## src/rtl/editor_rtc_pkg.sv

```systemverilog
// editor_rtc_pkg: shared types and helpers for the RTC field editor.
//   - estado_t   : editor state (IDLE / EDIT / CONFIRM)
//   - tipo_t     : kind of BCD field (hour, minute, second, day, month, year)
//   - default PS/2 make codes for the navigation/edit keys
//   - MODO encodings and per-field-type limits
//   - dias_mes() : days in a month, leap-year aware (20yy, yy mod 4 == 0)
package editor_rtc_pkg;

  typedef enum logic [1:0] {
    IDLE    = 2'd0,
    EDIT    = 2'd1,
    CONFIRM = 2'd2
  } estado_t;

  typedef enum logic [2:0] {
    T_HH  = 3'd0,
    T_MIN = 3'd1,
    T_SEG = 3'd2,
    T_DD  = 3'd3,
    T_MES = 3'd4,
    T_YY  = 3'd5
  } tipo_t;

  localparam logic [7:0] K_ARRIBA_DEF = 8'h75;
  localparam logic [7:0] K_ABAJO_DEF  = 8'h72;
  localparam logic [7:0] K_IZQ_DEF    = 8'h6B;
  localparam logic [7:0] K_DER_DEF    = 8'h74;
  localparam logic [7:0] K_ENTER_DEF  = 8'h5A;

  localparam int MODO_HORA     = 0;
  localparam int MODO_FECHA    = 1;
  localparam int MODO_COMPLETO = 2;

  localparam logic [7:0] HH_MAX  = 8'h23;
  localparam logic [7:0] MS_MAX  = 8'h59;
  localparam logic [7:0] DD_MAX  = 8'h31;
  localparam logic [7:0] MES_MAX = 8'h12;
  localparam logic [7:0] YY_MAX  = 8'h99;

  // Field order: date-only mode is dd,mm,yy; otherwise hh,mm,ss[,dd,mm,yy].
  function automatic tipo_t tipo_campo(input int modo, input int i);
    if (modo == MODO_FECHA) begin
      case (i)
        0:       return T_DD;
        1:       return T_MES;
        default: return T_YY;
      endcase
    end
    case (i)
      0:       return T_HH;
      1:       return T_MIN;
      2:       return T_SEG;
      3:       return T_DD;
      4:       return T_MES;
      default: return T_YY;
    endcase
  endfunction

  function automatic logic [7:0] min_campo(input tipo_t t);
    return (t == T_DD || t == T_MES) ? 8'h01 : 8'h00;
  endfunction

  // Static upper bound; the day field is further limited by dias_mes().
  function automatic logic [7:0] max_campo(input tipo_t t);
    case (t)
      T_HH:    return HH_MAX;
      T_MIN:   return MS_MAX;
      T_SEG:   return MS_MAX;
      T_DD:    return DD_MAX;
      T_MES:   return MES_MAX;
      default: return YY_MAX;
    endcase
  endfunction

  function automatic logic campo_valido(input logic [7:0] v, input tipo_t t);
    return (v[7:4] <= 4'd9) && (v[3:0] <= 4'd9) &&
           (v >= min_campo(t)) && (v <= max_campo(t));
  endfunction

  // Reset image for up to six fields; callers keep the low 8*N bits.
  function automatic logic [47:0] reset_campos(input int modo);
    logic [47:0] r;
    r = '0;
    for (int i = 0; i < 6; i++) r[8*i +: 8] = min_campo(tipo_campo(modo, i));
    return r;
  endfunction

  // yy is decimal BCD: 10a+b is a multiple of 4 when b is 0/4/8 with a even,
  // or 2/6 with a odd, so only the tens LSB and the units nibble matter.
  function automatic logic [7:0] dias_mes(input logic [7:0] mes, input logic [7:0] yy);
    logic bis;
    if (yy[4]) bis = (yy[3:0] == 4'h2) || (yy[3:0] == 4'h6);
    else       bis = (yy[3:0] == 4'h0) || (yy[3:0] == 4'h4) || (yy[3:0] == 4'h8);
    case (mes)
      8'h02:                      return bis ? 8'h29 : 8'h28;
      8'h04, 8'h06, 8'h09, 8'h11: return 8'h30;
      default:                    return 8'h31;
    endcase
  endfunction

endpackage

```

## src/rtl/bcd_paso.sv

```systemverilog
// bcd_paso: combinational +/-1 step of one two-digit BCD field with wrap.
//   valor_i : current BCD value (assumed valid BCD within [min_i, max_i])
//   min_i   : lowest legal value
//   max_i   : highest legal value
//   subir_i : 1 = increment, 0 = decrement
//   sig_o   : stepped value; max wraps to min on increment, min to max on decrement
module bcd_paso (
  input  logic [7:0] valor_i,
  input  logic [7:0] min_i,
  input  logic [7:0] max_i,
  input  logic       subir_i,
  output logic [7:0] sig_o
);

  // >= / <= rather than == so a value sitting above a shrunken day limit
  // still wraps instead of counting past it.
  always_comb begin
    sig_o = valor_i;
    if (subir_i) begin
      if (valor_i >= max_i)              sig_o = min_i;
      else if (valor_i[3:0] == 4'h9)     sig_o = {valor_i[7:4] + 4'h1, 4'h0};
      else                               sig_o = valor_i + 8'h01;
    end else begin
      if (valor_i <= min_i)              sig_o = max_i;
      else if (valor_i[3:0] == 4'h0)     sig_o = {valor_i[7:4] - 4'h1, 4'h9};
      else                               sig_o = valor_i - 8'h01;
    end
  end

endmodule

```

## src/rtl/editor_campos_rtc.sv

```systemverilog
// editor_campos_rtc: keyboard-driven editor for N packed BCD time/date fields.
// Optional build macro: EDITOR_CARGA_EN adds a parallel load (carga/dato_in).
// Ports:
//   clk, rst        : clock, asynchronous active-high reset
//   en_edit         : edit-mode level from the keyboard block
//   key_code        : last PS/2 make code, valid while got_code_tick is high
//   got_code_tick   : one-cycle key strobe
//   I_ack           : PicoBlaze acknowledge that clears listo
//   carga, dato_in  : (EDITOR_CARGA_EN only) load all fields while idle
//   posicion        : selected field index
//   dato_bus        : packed BCD fields, field i at [8*i +: 8]
//   listo           : commit pending (interrupt request)
//   editando        : high while editing
module editor_campos_rtc
  import editor_rtc_pkg::*;
#(
  parameter int         MODO     = 0,
  parameter int         N_CAMPOS = 3,
  parameter logic [7:0] K_ARRIBA = K_ARRIBA_DEF,
  parameter logic [7:0] K_ABAJO  = K_ABAJO_DEF,
  parameter logic [7:0] K_IZQ    = K_IZQ_DEF,
  parameter logic [7:0] K_DER    = K_DER_DEF,
  parameter logic [7:0] K_ENTER  = K_ENTER_DEF
) (
  input  logic                        clk,
  input  logic                        rst,
  input  logic                        en_edit,
  input  logic [7:0]                  key_code,
  input  logic                        got_code_tick,
  input  logic                        I_ack,
`ifdef EDITOR_CARGA_EN
  input  logic                        carga,
  input  logic [8*N_CAMPOS-1:0]       dato_in,
`endif
  output logic [$clog2(N_CAMPOS)-1:0] posicion,
  output logic [8*N_CAMPOS-1:0]       dato_bus,
  output logic                        listo,
  output logic                        editando
);

  localparam int PW = $clog2(N_CAMPOS);
  localparam logic [PW-1:0] POS_MAX = PW'(N_CAMPOS - 1);
  localparam bit TIENE_FECHA = (MODO != MODO_HORA);
  // Date field indices; unused (but kept in range) in time-only mode.
  localparam int I_DD  = (MODO == MODO_COMPLETO) ? 3 : 0;
  localparam int I_MES = (MODO == MODO_COMPLETO) ? 4 : 1;
  localparam int I_YY  = (MODO == MODO_COMPLETO) ? 5 : 2;
  localparam logic [47:0] RST_TODO = reset_campos(MODO);
  localparam logic [8*N_CAMPOS-1:0] CAMPOS_RST = RST_TODO[8*N_CAMPOS-1:0];

  generate
    if (!(((MODO == MODO_HORA || MODO == MODO_FECHA) && N_CAMPOS == 3) ||
          (MODO == MODO_COMPLETO && N_CAMPOS == 6))) begin : g_cfg_error
      $error("editor_campos_rtc: MODO/N_CAMPOS combination not supported");
    end
  endgenerate

  estado_t                      estado_q;
  logic [PW-1:0]                posicion_q;
  logic                         listo_q;
  logic                         editando_q;
  logic [N_CAMPOS-1:0][7:0]     campos_q;
  logic [N_CAMPOS-1:0][7:0]     campos_d;
  logic [N_CAMPOS-1:0][7:0]     paso_v;
  logic [7:0]                   dmax_act;
  logic [7:0]                   dmax_d;
  logic                         subir;
  logic                         edita_valor;

  assign subir       = (key_code == K_ARRIBA);
  assign edita_valor = (estado_q == EDIT) && en_edit && got_code_tick &&
                       ((key_code == K_ARRIBA) || (key_code == K_ABAJO));
  assign dmax_act    = TIENE_FECHA ? dias_mes(campos_q[I_MES], campos_q[I_YY]) : DD_MAX;

`ifdef EDITOR_CARGA_EN
  logic [N_CAMPOS-1:0][7:0] carga_v;
`endif

  for (genvar i = 0; i < N_CAMPOS; i++) begin : g_campo
    localparam tipo_t T = tipo_campo(MODO, i);
    logic [7:0] vmax;
    assign vmax = (T == T_DD) ? dmax_act : max_campo(T);

    bcd_paso u_paso (
      .valor_i (campos_q[i]),
      .min_i   (min_campo(T)),
      .max_i   (vmax),
      .subir_i (subir),
      .sig_o   (paso_v[i])
    );

`ifdef EDITOR_CARGA_EN
    assign carga_v[i] = campo_valido(dato_in[8*i +: 8], T) ? dato_in[8*i +: 8] : min_campo(T);
`endif
  end

  // Field next-state: load, step, then clamp the day to the (possibly new)
  // month length so a month/year edit and its clamp land on the same edge.
  always_comb begin
    campos_d = campos_q;
    dmax_d   = DD_MAX;
`ifdef EDITOR_CARGA_EN
    if (estado_q == IDLE && carga) campos_d = carga_v;
`endif
    if (edita_valor) campos_d[posicion_q] = paso_v[posicion_q];
    if (TIENE_FECHA) begin
      dmax_d = dias_mes(campos_d[I_MES], campos_d[I_YY]);
      if (campos_d[I_DD] > dmax_d) campos_d[I_DD] = dmax_d;
    end
  end

  always_ff @(posedge clk or posedge rst) begin
    if (rst) begin
      estado_q   <= IDLE;
      posicion_q <= '0;
      listo_q    <= 1'b0;
      editando_q <= 1'b0;
      campos_q   <= CAMPOS_RST;
    end else begin
      campos_q <= campos_d;
      case (estado_q)
        IDLE: begin
          if (en_edit) begin
            estado_q   <= EDIT;
            editando_q <= 1'b1;
          end
        end
        EDIT: begin
          // Leaving edit mode beats any key arriving in the same cycle.
          if (!en_edit) begin
            estado_q   <= IDLE;
            editando_q <= 1'b0;
          end else if (got_code_tick) begin
            if (key_code == K_DER) begin
              posicion_q <= (posicion_q == POS_MAX) ? '0 : posicion_q + PW'(1);
            end else if (key_code == K_IZQ) begin
              posicion_q <= (posicion_q == '0) ? POS_MAX : posicion_q - PW'(1);
            end else if (key_code == K_ENTER) begin
              estado_q   <= CONFIRM;
              listo_q    <= 1'b1;
              editando_q <= 1'b0;
            end
          end
        end
        CONFIRM: begin
          if (I_ack) begin
            estado_q <= IDLE;
            listo_q  <= 1'b0;
          end
        end
        default: begin
          estado_q   <= IDLE;
          listo_q    <= 1'b0;
          editando_q <= 1'b0;
        end
      endcase
    end
  end

  assign posicion = posicion_q;
  assign dato_bus = campos_q;
  assign listo    = listo_q;
  assign editando = editando_q;

endmodule

```

## config.mk

```make
export PLATFORM = sky130hd
export DESIGN_NAME = editor_campos_rtc
export DESIGN_NICKNAME = d
export VERILOG_FILES = /design/src/rtl/editor_rtc_pkg.sv /design/src/rtl/bcd_paso.sv /design/src/rtl/editor_campos_rtc.sv
export SDC_FILE = /design/constraint.sdc
export NUM_CORES = 1
export LEC_CHECK = 0
export CAP_MARGIN = 40
export CORE_ASPECT_RATIO = 1.25
export CORE_MARGIN = 2
export CORE_UTILIZATION = 70
export CTS_CLUSTER_SIZE = 20
export DETAILED_ROUTE_END_ITERATION = 8
export DONT_BUFFER_PORTS = 1
export PLACE_DENSITY = 0.94
export SLEW_MARGIN = 10
export SYNTH_ARGS = -nofsm -noshare
export SYNTH_HDL_FRONTEND = slang
export SYNTH_HIERARCHICAL = 1
export SYNTH_SLANG_ARGS = --single-unit
```

## constraint.sdc

```tcl
create_clock -name clk -period 7.05 [get_ports clk]
set_clock_uncertainty 0.1 [all_clocks]
set_input_delay 0.3525 -clock clk [delete_from_list [all_inputs] [get_ports clk]]
set_output_delay 0.3525 -clock clk [all_outputs]
set_load 0.02 [all_outputs]
```

After elaboration in Yosys (flattened, before gate mapping)
Cells that the tools add are included.
W data, S select, Z words.
{ "word_totals": {"regBits": 30, "elab_cells": 114} }
{ "op_classes": {"addsub": 14, "magnitude_cmp": 8, "eq_ne": 22, "muxes": 46, "bitwise_logic": 2, "reduce_logical": 15} }
{ "op_table": {"columns": ["operator", "count"], "rows": [
  ["$mux W8", 17],
  ["$eq A8 B7 Y1 const B", 5],
  ["$add A8 B1 Y8 const B", 3],
  ["$bwmux W24", 1],
  ["$le A8 B1 Y1 const B", 3],
  ["$sub A8 B1 Y8 const B", 3],
  ["$mux W2", 11],
  ["$bmux W8 S2", 1],
  ["$demux W8 S2", 1],
  ["$ge A8 B7 Y1 const B", 2],
  ["$add A4 B1 Y4 const B", 3],
  ["$eq A4 B4 Y1 const B", 3],
  ["$logic_not A4 Y1", 3],
  ["$mux W1", 12],
  ["$ne A2 B2 Y1 const B", 6],
  ["$reduce_and A6 Y1", 2],
  ["$sub A4 B1 Y4 const B", 3],
  ["$ne A3 B3 Y1 const B", 3],
  ["$ge A8 B6 Y1 const B", 1],
  ["$reduce_and A7 Y1", 1],
  ["$pmux W1 S3", 2],
  ["$pmux W2 S3", 1],
  ["$eq A2 B2 Y1 const B", 2],
  ["$logic_and A1 B1 Y1", 4],
  ["12 further kinds", 14]
]} }

Logic depth before layout (Yosys ltp)
Gate-level depths: netlist of the first run.
{ "logic_depth": {"depth_word": 7, "depth_mapped": 11, "ltp_nobuf": 10} }

Hierarchy
The synthesis of the first run kept the hierarchy.
{ "by_module_without_submodules": {"columns": ["mod", "instances", "cells_each", "area_per_inst_um2"], "rows": [
  ["bcd_paso", 3, 154, 1128.6],
  ["editor_campos_rtc", 1, 125, 1559.0]
]} }

Worst setup path before layout of the first run
No wires, ideal clock.
{ "synth_path": {"kind": "register -> register", "from": "register campos_q (netlist bit dato_bus[16])", "to": "register campos_q (netlist bit dato_bus[17])", "setup_time_ns": 0.066, "t_arrival_ns": 2.678, "setup_slack_ns": 4.206, "stages_incl_launch_ff": 12, "n_path_buf": 1, "cell_sequence": "dfrtp_1 -> inv_1 -> ha_1 -> nand2b_4 -> a2111oi_4 -> o31a_1 -> buf_6 -> mux2_4 -> a211oi_1 -> mux2i_1 -> o21ai_0 -> mux2_2"} }
{ "synth_rtl": {"columns": ["item", "line", "rtl"], "rows": [
  ["start, declared", "editor_campos_rtc.sv:62", "logic [N_CAMPOS-1:0][7:0] campos_q;"],
  ["start signal, assigned", "editor_campos_rtc.sv:120", "campos_q <= campos_d;"]
]} }

==> results of run 1 <==
## cell usage in the layout, fill, tap and decap left out, types with 15 or more instances in the layout
master / netlist / routed
nor2_1: 29 / 28
conb_1: 2 / 81
a211oi_1: 15 / 15
mux2_2: 28 / 28
inv_1: 70 / 70
o21ai_0: 39 / 39
nand2_1: 33 / 33
nand4_1: 16 / 16
dfrtp_1: 30 / 30
a21oi_1: 26 / 26
ha_1: 75 / 75
mux2i_1: 26 / 26
## synth_stat cells, types with 4 or more instances
master	instances	area, um^2
ha_1	75	938
inv_1	70	263
o21ai_0	39	195
nand2_1	33	124
dfrtp_1	30	751
nor2_1	29	109
mux2_2	28	315
a21oi_1	26	130
mux2i_1	26	260
nand4_1	16	100
a211oi_1	15	113
clkbuf_1	10	37.5
nand3_1	10	50.1
a221oi_1	9	78.8
nor2b_1	9	56.3
nor3_1	9	45.0
o31ai_1	9	67.6
xnor2_1	9	78.8
and3_1	8	50.1
nand2b_1	8	50.1
o21a_1	7	52.6
a211o_1	6	52.6
a31oi_1	6	37.5
nor4_1	6	37.5
xor2_1	6	52.6
mux2_1	5	56.3
buf_2	4	20.0
nand3b_1	4	30.0
o22a_1	4	35.0
## kinds of logic after synthesis
group           Yosys count  share of synthesized area
buf+inv                  87                     0.0716
flops                    30                      0.152
compound gates          158                      0.231
other cells               2                    0.00152
mux                      62                      0.137
fa+ha+maj                75                      0.190
xor+xnor                 15                     0.0266
simple gates            158                      0.191
## sequential cells by signal, summed over array words and instances (netlist names)
signal,flops
estado_q,2
listo,1
editando,1
posicion,2
dato_bus,24
## timing repair
item	4_1_cts	5_1_grt
hold buffers	1	0
gates resized for setup	0	0
hold endpoints to repair	7	0
## layer usage
layer / up-vias / part of all wire
met5: - / 0
met4: 0 / 0.043
met3: 46 / 0.058
met2: 198 / 0.50
met1: 2255 / 0.40
li1: 2250 / -
## power breakdown
part           switching, mW  internal [mW]
sequential            0.0126          0.175
combinational         0.0609         0.0449
clock                 0.0647         0.0786
## worst max-delay path: cells and delay by family, from the launching register on
family	cells	cell delay, ps
compound gates	4	1540
buf+inv	1	230
flops	1	700
fa+ha+maj	1	370
mux	2	460
simple gates	2	200
## through the flow
| step | area [um^2] | hold slack (ps) | utilization | setup slack, ps |
|---|---|---|---|---|
| after floorplan | 5240 | 343 | - | 4210 |
| after global placement | 5280 | 400 | 0.766 | 3660 |
| after detailed placement | 5310 | 138 | 0.770 | 3620 |
| after CTS | 5410 | 183 | 0.784 | 3570 |
| after global routing | 5410 | 190 | 0.784 | 3200 |
| final | 5410 | 181 | 0.784 | 3380 |
## area by class of cell
type | count | area [um^2] | share of cell area
inverter | 70 | 263 | 0.0486
multi-input combinational | 549 | 4140 | 0.766
timing repair buffer | 3 | 45.0 | 0.00833
clock inverter | 1 | 5.00 | 0.000926
clock buffer | 7 | 86.3 | 0.0160
tap | 90 | 113 | 0.0208
sequential | 30 | 751 | 0.139
## path summary, 6_finish.rpt
path | start | end | slack (ps) | cells after the start
worst max register to register | dato_bus[0] | dato_bus[11] | 3380 | 10
worst min-delay path | en_edit | estado_q[0] | 180 | 2
worst min register to register | estado_q[0] | editando | 450 | 1
max in group asynchronous | rst | dato_bus[1] | 6030 | 3
worst max-delay path | dato_bus[0] | dato_bus[11] | 3380 | 10
min in group asynchronous | rst | dato_bus[3] | 380 | 2
==> reports/qor.yml, run 1 <==
logic_synthesis:
  ys_dominant_reg_cell: "dfrtp_1"
  synth-edff-count: 0
  synth-seq-cells: 30
  ys_warn_count: 6
  syn_area_um2: 4940
  netlist_instances: 587
  ys_async_sr_fraction: 1.00
  ys_types: 56
  avgSynthCellArea_um2: 8.42
  ys_seq_area_frac: 0.152
worst_setup_path:
  crit_slowest_cell: "dfrtp_1"
  cp-start-kind: "register"
  crit_type: "register to register"
  worstPathCellList: "inv_1, ha_1, nand4_1, nor2_1, a211oi_1, o21ai_0, o311ai_0, mux2i_1, o21ai_0, mux2_2"
  critPathRequiredTime_ps: 7170
  slowest_delay_ps: 700
  cp_max_fo: 11
  endpoint_kind: "register"
  path_common_cell: "o21ai_0"
  cp.arrival_ps: 3780
global_route:
  grt_antenna_before_repair: 0
  use_met3: 0.0379
  grt_usage: 0.349
  grt_pass1_vias: 4659
  grt_max_degree: 73
  met2_usage: 0.630
  grtUsageMet1: 0.416
  grt_pass1_wl_um: 21900
  top_usage_layer: "met2"
  overflow: 0
die:
  fp-row-count: 34
  io_pins: 41
  start_util: 0.718
  die_h_um: 98.0
  die_area_um2: 7760
  core_um2: 6890
  die_width_um: 79.2
routing:
  vias: 4749
  wire_per_inst_um: 17.5
  vias_per_cell: 6.33
  ant_nets: 0
  drc: 0
  dr.first_iter.drc_count: 423
  firstDrtPassIters: 5
  wl_um: 13100
clock_tree:
  numCtsBuffers: 5
  cts_setup_buffers: 0
  cts_tree: "yes"
  clkTransAtPathRegs_ps: 60
  h-tree-depth: 2
  cts_buffer_depth: 2
  numClockSinks: 30
  insertion_delay_ps: 280
  cts_root_buffer: "clkbuf_8"
place:
  gp_congestion: 0.977
  placed_cells: 741
  portBuffers: 0
  hpwl_um: 9980
cells_and_area:
  antenna_cells: 0
  area_delta_synth_final_pct: 9.34
  final_nets: 747
  nFillCells: 489
  final_cells: 750
  drive_gt1_frac: 0.0924
power_and_ir_drop:
  p_leak_nw: 2.68
  power_density_nw_per_um2: 80.8
  ir_worst_vdd_mv: 0.125
  finalPower_mw: 0.437
timing:
  rsz0062_at_grt: "false"
  finalCritPeriodShare: 0.520
  fin_crit_ps: 3670
  timing.fmax_ghz: 0.273
  setup_violations: 0
  slew_headroom: 0.441
  finalSetupTns_ps: 0
  hold_viol_final: 0
  drv_slew: 0
  tightest_slew_ps: 839
min_path:
  min_path_type: "primary input to register"
outcome:
  status: "finished, final reports clean"
run:
  maxCapViolCount: 0
No activity file was read; power rests on OpenSTA's default activity.
==> run 2, diff against run 1 <==
--- a/config.mk
+++ b/config.mk
@@ -8,11 +8,11 @@
 export CAP_MARGIN = 40
 export CORE_ASPECT_RATIO = 1.25
 export CORE_MARGIN = 2
-export CORE_UTILIZATION = 70
+export CORE_UTILIZATION = 60
 export CTS_CLUSTER_SIZE = 20
 export DETAILED_ROUTE_END_ITERATION = 8
 export DONT_BUFFER_PORTS = 1
-export PLACE_DENSITY = 0.94
+export PLACE_DENSITY = 0.87
 export SLEW_MARGIN = 10
 export SYNTH_ARGS = -nofsm -noshare
 export SYNTH_HDL_FRONTEND = slang
==> constraint.sdc (replaced) <==
create_clock -name clk -period 3.3 [get_ports clk]
set_clock_uncertainty 0.1 [all_clocks]
set_input_delay 0.165 -clock clk [delete_from_list [all_inputs] [get_ports clk]]
set_output_delay 0.165 -clock clk [all_outputs]
set_load 0.02 [all_outputs]
==> run 2 against run 1 <==
Compared with the run above:
- the run now ends with hold timing left
- final area is 6.1% higher
- total power grew 120%
- sequential share of layout area fell by 0.73 points
- sequential power increased by 110%
- combinational power increased by 130%
- routed wire length is 5.0% higher
- core utilization down 7.6 points
- critical path depth decreased by 1
- worst hold slack got worse by 180 ps
- count of clock-buffer cells in the layout is the same
- critical endpoint is now dato_bus[0]
- highest routed layer unchanged
==> reports/qor.yml, run 2 (synthesized netlist as in run 1, its figures left out) <==
die:
  die_h_um: 105
  die_area_um2: 8990
  core_um2: 8100
  die_width_um: 85.2
  fp-row-count: 37
  io_pins: 41
  start_util: 0.610
routing:
  drc: 0
  firstDrtPassIters: 5
  vias: 4859
  wl_um: 13700
  wire_per_inst_um: 17.2
  ant_nets: 0
  vias_per_cell: 6.10
  dr.first_iter.drc_count: 352
cells_and_area:
  layout_common_cells: "81 x conb_1, 75 x ha_1, 70 x inv_1"
  final_nets: 787
  multi_input_area_um2: 4160
  area_delta_synth_final_pct: 16.0
  nFillCells: 620
  drive_gt1_frac: 0.153
  seqCellArea_um2: 754
  antenna_cells: 0
  largest_reg_flops: 24
  layout_commonest_cell: "conb_1"
global_route:
  grt_pass1_wl_um: 22500
  grt_usage: 0.305
  grt_pass1_vias: 4783
  grt_max_degree: 25
  grt_antenna_before_repair: 0
  overflow: 0
worst_setup_path:
  crit_end: "dato_bus[0]"
  r2r_end: "dato_bus[0]"
  cp_max_fo: 8
  critPathRequiredTime_ps: 3370
  cp.arrival_ps: 3330
  endpoint_kind: "register"
  r2r_cells: 9
  rr_startpoint: "dato_bus[22]"
  crit_type: "register to register"
  crit_start: "dato_bus[22]"
  cp-start-kind: "register"
  r2r_setup_slack_ps: 40
place:
  gp_congestion: 0.947
  portBuffers: 0
  hpwl_um: 10900
timing:
  hold_viol_final: 1
  drv_slew: 0
  tightest_slew_ps: 883
  fin_hold_ws_ps: -1.05
  setup_violations: 0
  timing.fmax_ghz: 0.307
  finalCritPeriodShare: 0.988
  slew_headroom: 0.411
  fin_crit_ps: 3260
clock_tree:
  clkTransAtPathRegs_ps: 60
  numClockSinks: 30
  h-tree-depth: 2
  cts_root_buffer: "clkbuf_8"
  numCtsBuffers: 5
  cts_buffer_depth: 2
  insertion_delay_ps: 280
  cts_tree: "yes"
run:
  maxCapViolCount: 0
min_path:
  min-delay-start: "I_ack"
  min_path_type: "primary input to register"
power_and_ir_drop:
  ir_worst_vdd_mv: 0.217
  power_density_nw_per_um2: 164
  finalPower_mw: 0.943
  p_leak_nw: 2.89
outcome:
  status: "complete, but fails checks"
  violations: "hold timing"
run 2: changes by cell type in the layout (fill, tap and decap cells not counted), sizes merged:
cell         change
buf             +39
dlygate4sd3      +1
run 2: cell type report:
| type | instances | share of cell area |
|---|---|---|
| Clock buffer | 7 | 0.0150 |
| Inverter | 70 | 0.0458 |
| Sequential cell | 30 | 0.132 |
| Multi-Input combinational cell | 549 | 0.725 |
| Clock inverter | 1 | 0.000872 |
| Timing Repair Buffer | 43 | 0.0606 |
| Tap cell | 97 | 0.0212 |
run 2: power breakdown:
group | leakage [nW] | total (mW) | switching [mW] | internal [mW]
sequential | 0.408 | 0.394 | 0.0195 | 0.374
clock | 0.0482 | 0.306 | 0.138 | 0.168
combinational | 2.43 | 0.243 | 0.142 | 0.102
total | 2.89 | 0.943 | 0.299 | 0.644
run 2: critical path, cell delays in order (launching register included):
cell,delay (ps)
dfrtp_1,590
ha_1,320
nand4_1,220
nor2_2,110
a211o_1,380
a2111oi_1,530
a221oi_1,110
mux2i_1,270
o21ai_1,190
mux2_2,330
run 2: layer usage:
| layer | wire (um) | track usage |
|---|---|---|
| met1 | 5200 | 0.348 |
| met2 | 7010 | 0.556 |
| met3 | 870 | 0.0337 |
| met4 | 656 | 0.144 |
| met5 | 0 | 0 |
run 2: repair_timing:
item                       CTS  global route
setup endpoints to repair    0            10
buffers inserted             0             2
gates resized for setup      0            11
hold buffers                 2             0
hold endpoints to repair    13             0
run 2: per-stage QoR:
step	cells	setup TNS, ps	area, um^2	util	setup WS, ps
5_1_grt	797	-366	5740	0.708	-81.9
4_1_cts	795	0	5700	0.704	38.3
6_report	797	0	5740	0.708	38.4
3_3_place_gp	784	0	5560	0.687	161
3_5_place_dp	785	0	5590	0.690	56.0
2_1_floorplan	666	0	5240	-	456
run 2: how the worst min path moves through the flow:
stage / end / slack (ps) / depth (start not counted)
after global placement: estado_q[0] / 240 / 2
after floorplan: dato_bus[0] / 160 / 1
after global routing: estado_q[1] / 4 / 2
after CTS: estado_q[1] / 6 / 2
final: estado_q[1] / -1 / 2
after detailed placement: dato_bus[0] / 40 / 1
==> run 3, diff against run 2 <==
--- a/config.mk
+++ b/config.mk
@@ -8,11 +8,11 @@
 export CAP_MARGIN = 40
 export CORE_ASPECT_RATIO = 1.25
 export CORE_MARGIN = 2
-export CORE_UTILIZATION = 60
+export CORE_UTILIZATION = 27
 export CTS_CLUSTER_SIZE = 20
 export DETAILED_ROUTE_END_ITERATION = 8
 export DONT_BUFFER_PORTS = 1
-export PLACE_DENSITY = 0.87
+export PLACE_DENSITY = 0.5
 export SLEW_MARGIN = 10
 export SYNTH_ARGS = -nofsm -noshare
 export SYNTH_HDL_FRONTEND = slang
==> run 3 against run 2 <==
Compared with the run above:
- the flow now finishes without violations
- clock power up 57%
- sequential share of layout area down 0.75 points
- routed wire length up 7.4%
- critical endpoint is now dato_bus[6]
==> reports/qor.yml, run 3 (synthesized netlist as in run 1, its figures left out) <==
place:
  portBuffers: 0
  hpwl_um: 12100
  gp_congestion: 0.832
  placed_cells: 930
worst_setup_path:
  worstPathCellList: "buf_4, ha_1, mux2_2, and4_1, o21ai_0, mux2i_1, a311o_1, mux2i_1, o22ai_1, mux2_1"
  crit_slowest_cell: "dfrtp_1"
  endpoint_kind: "register"
  path_common_cell: "mux2i_1"
  cp.arrival_ps: 3140
  cp-start-kind: "register"
  slowest_delay_ps: 470
  cp_max_fo: 7
  critPathRequiredTime_ps: 3360
  crit_type: "register to register"
min_path:
  min_path_type: "primary input to register"
routing:
  firstDrtPassIters: 4
  vias_per_cell: 4.82
  wl_um: 14800
  dr.first_iter.drc_count: 195
  drc: 0
  ant_nets: 0
  vias: 4542
  wire_per_inst_um: 15.7
die:
  io_pins: 41
  die_h_um: 155
  die_area_um2: 19400
  start_util: 0.274
  fp-row-count: 55
  core_um2: 18000
  die_width_um: 125
power_and_ir_drop:
  power_density_nw_per_um2: 185
  ir_worst_vdd_mv: 0.177
  finalPower_mw: 1.12
  p_leak_nw: 2.99
global_route:
  grt_pass1_vias: 4447
  grt_pass1_wl_um: 23500
  grt_usage: 0.150
  overflow: 0
  grt_max_degree: 40
  grt_antenna_before_repair: 0
cells_and_area:
  area_delta_synth_final_pct: 22.4
  final_cells: 943
  layout_commonest_cell: "conb_1"
  nFillCells: 1951
  drive_gt1_frac: 0.162
  layout_common_cells: "81 x conb_1, 75 x ha_1, 70 x inv_1"
  largest_reg_flops: 24
  final_nets: 802
  fin_util: 0.336
  antenna_cells: 0
timing:
  tightest_slew_ps: 753
  timing.fmax_ghz: 0.325
  hold_viol_final: 0
  rsz0062_at_grt: "false"
  finalCritPeriodShare: 0.933
  finalSetupTns_ps: 0
  slew_headroom: 0.496
  drv_slew: 0
  fin_crit_ps: 3080
  setup_violations: 0
clock_tree:
  cts_tree: "yes"
  insertion_delay_ps: 280
  h-tree-depth: 2
  numClockSinks: 30
  cts_buffer_depth: 2
  numCtsBuffers: 5
  clkTransAtPathRegs_ps: 60
  cts_root_buffer: "clkbuf_16"
outcome:
  status: "finished, final reports clean"
run:
  maxCapViolCount: 0
## run 3: cell types whose count changed in the layout (fill, tap and decap cells not counted), sizes merged
cell         delta
buf            +14
clkbuf          -1
clkinvlp        +1
dlygate4sd3     +1
## run 3: where the power goes
part           internal (mW)  switching, mW
Combinational          0.110          0.142
Sequential             0.374         0.0155
Clock                  0.299          0.182
Total                  0.783          0.339
## run 3: critical path: cells and delay by family, from the launching register on
kind	cells	cell delay, ps
multiplexers	4	950
buffers and inverters	1	230
adder cells (fa/ha/maj)	1	210
AO/OA/AOI/OAI	3	790
AND/OR/NAND/NOR	1	200
flip-flops	1	470
## run 3: layout make-up
| type | count | area, um^2 | area share |
|---|---|---|---|
| Multi-Input combinational cell | 549 | 4150 | 0.685 |
| Timing Repair Buffer | 58 | 455 | 0.0752 |
| Clock inverter | 2 | 12.5 | 0.00207 |
| Tap cell | 228 | 285 | 0.0471 |
| Inverter | 70 | 263 | 0.0434 |
| Sequential cell | 30 | 751 | 0.124 |
| Clock buffer | 6 | 139 | 0.0229 |
## run 3: layer usage
metal / vias to the layer above / GRT usage / part of all wire
met5: - / 0 / 0
li1: 2356 / - / -
met1: 2111 / 0.175 / 0.43
met2: 60 / 0.287 / 0.53
met3: 15 / 0.0199 / 0.029
met4: 0 / 0.0381 / 0.017
## run 3: stage by stage
step	setup WS, ps	cell area [um^2]	hold slack, ps
detailed placement	134	5850	81.1
CTS	111	6030	38.6
floorplan	456	5240	156
global route	21.4	6050	83.4
global placement	169	5850	74.6
finish	221	6050	51.6
## run 3: timing repair
| action | CTS | global route |
|---|---|---|
| endpoints found under the hold margin | 33 | 0 |
| hold buffers | 3 | 0 |
| endpoints found under the setup margin | 0 | 12 |
| gates resized for setup | 0 | 2 |
| buffers inserted | 0 | 2 |
## run 3: final timing paths
check / startpoint / to / slack, ps / cells past startpoint
worst max-delay path: dato_bus[17] / dato_bus[6] / 220 / 10
worst min-delay path: I_ack / listo / 50 / 2
worst max register to register: dato_bus[17] / dato_bus[6] / 220 / 10
worst min register to register: estado_q[1] / estado_q[1] / 430 / 1
max in group asynchronous: rst / posicion[0] / 2460 / 3
min in group asynchronous: rst / dato_bus[13] / 320 / 3
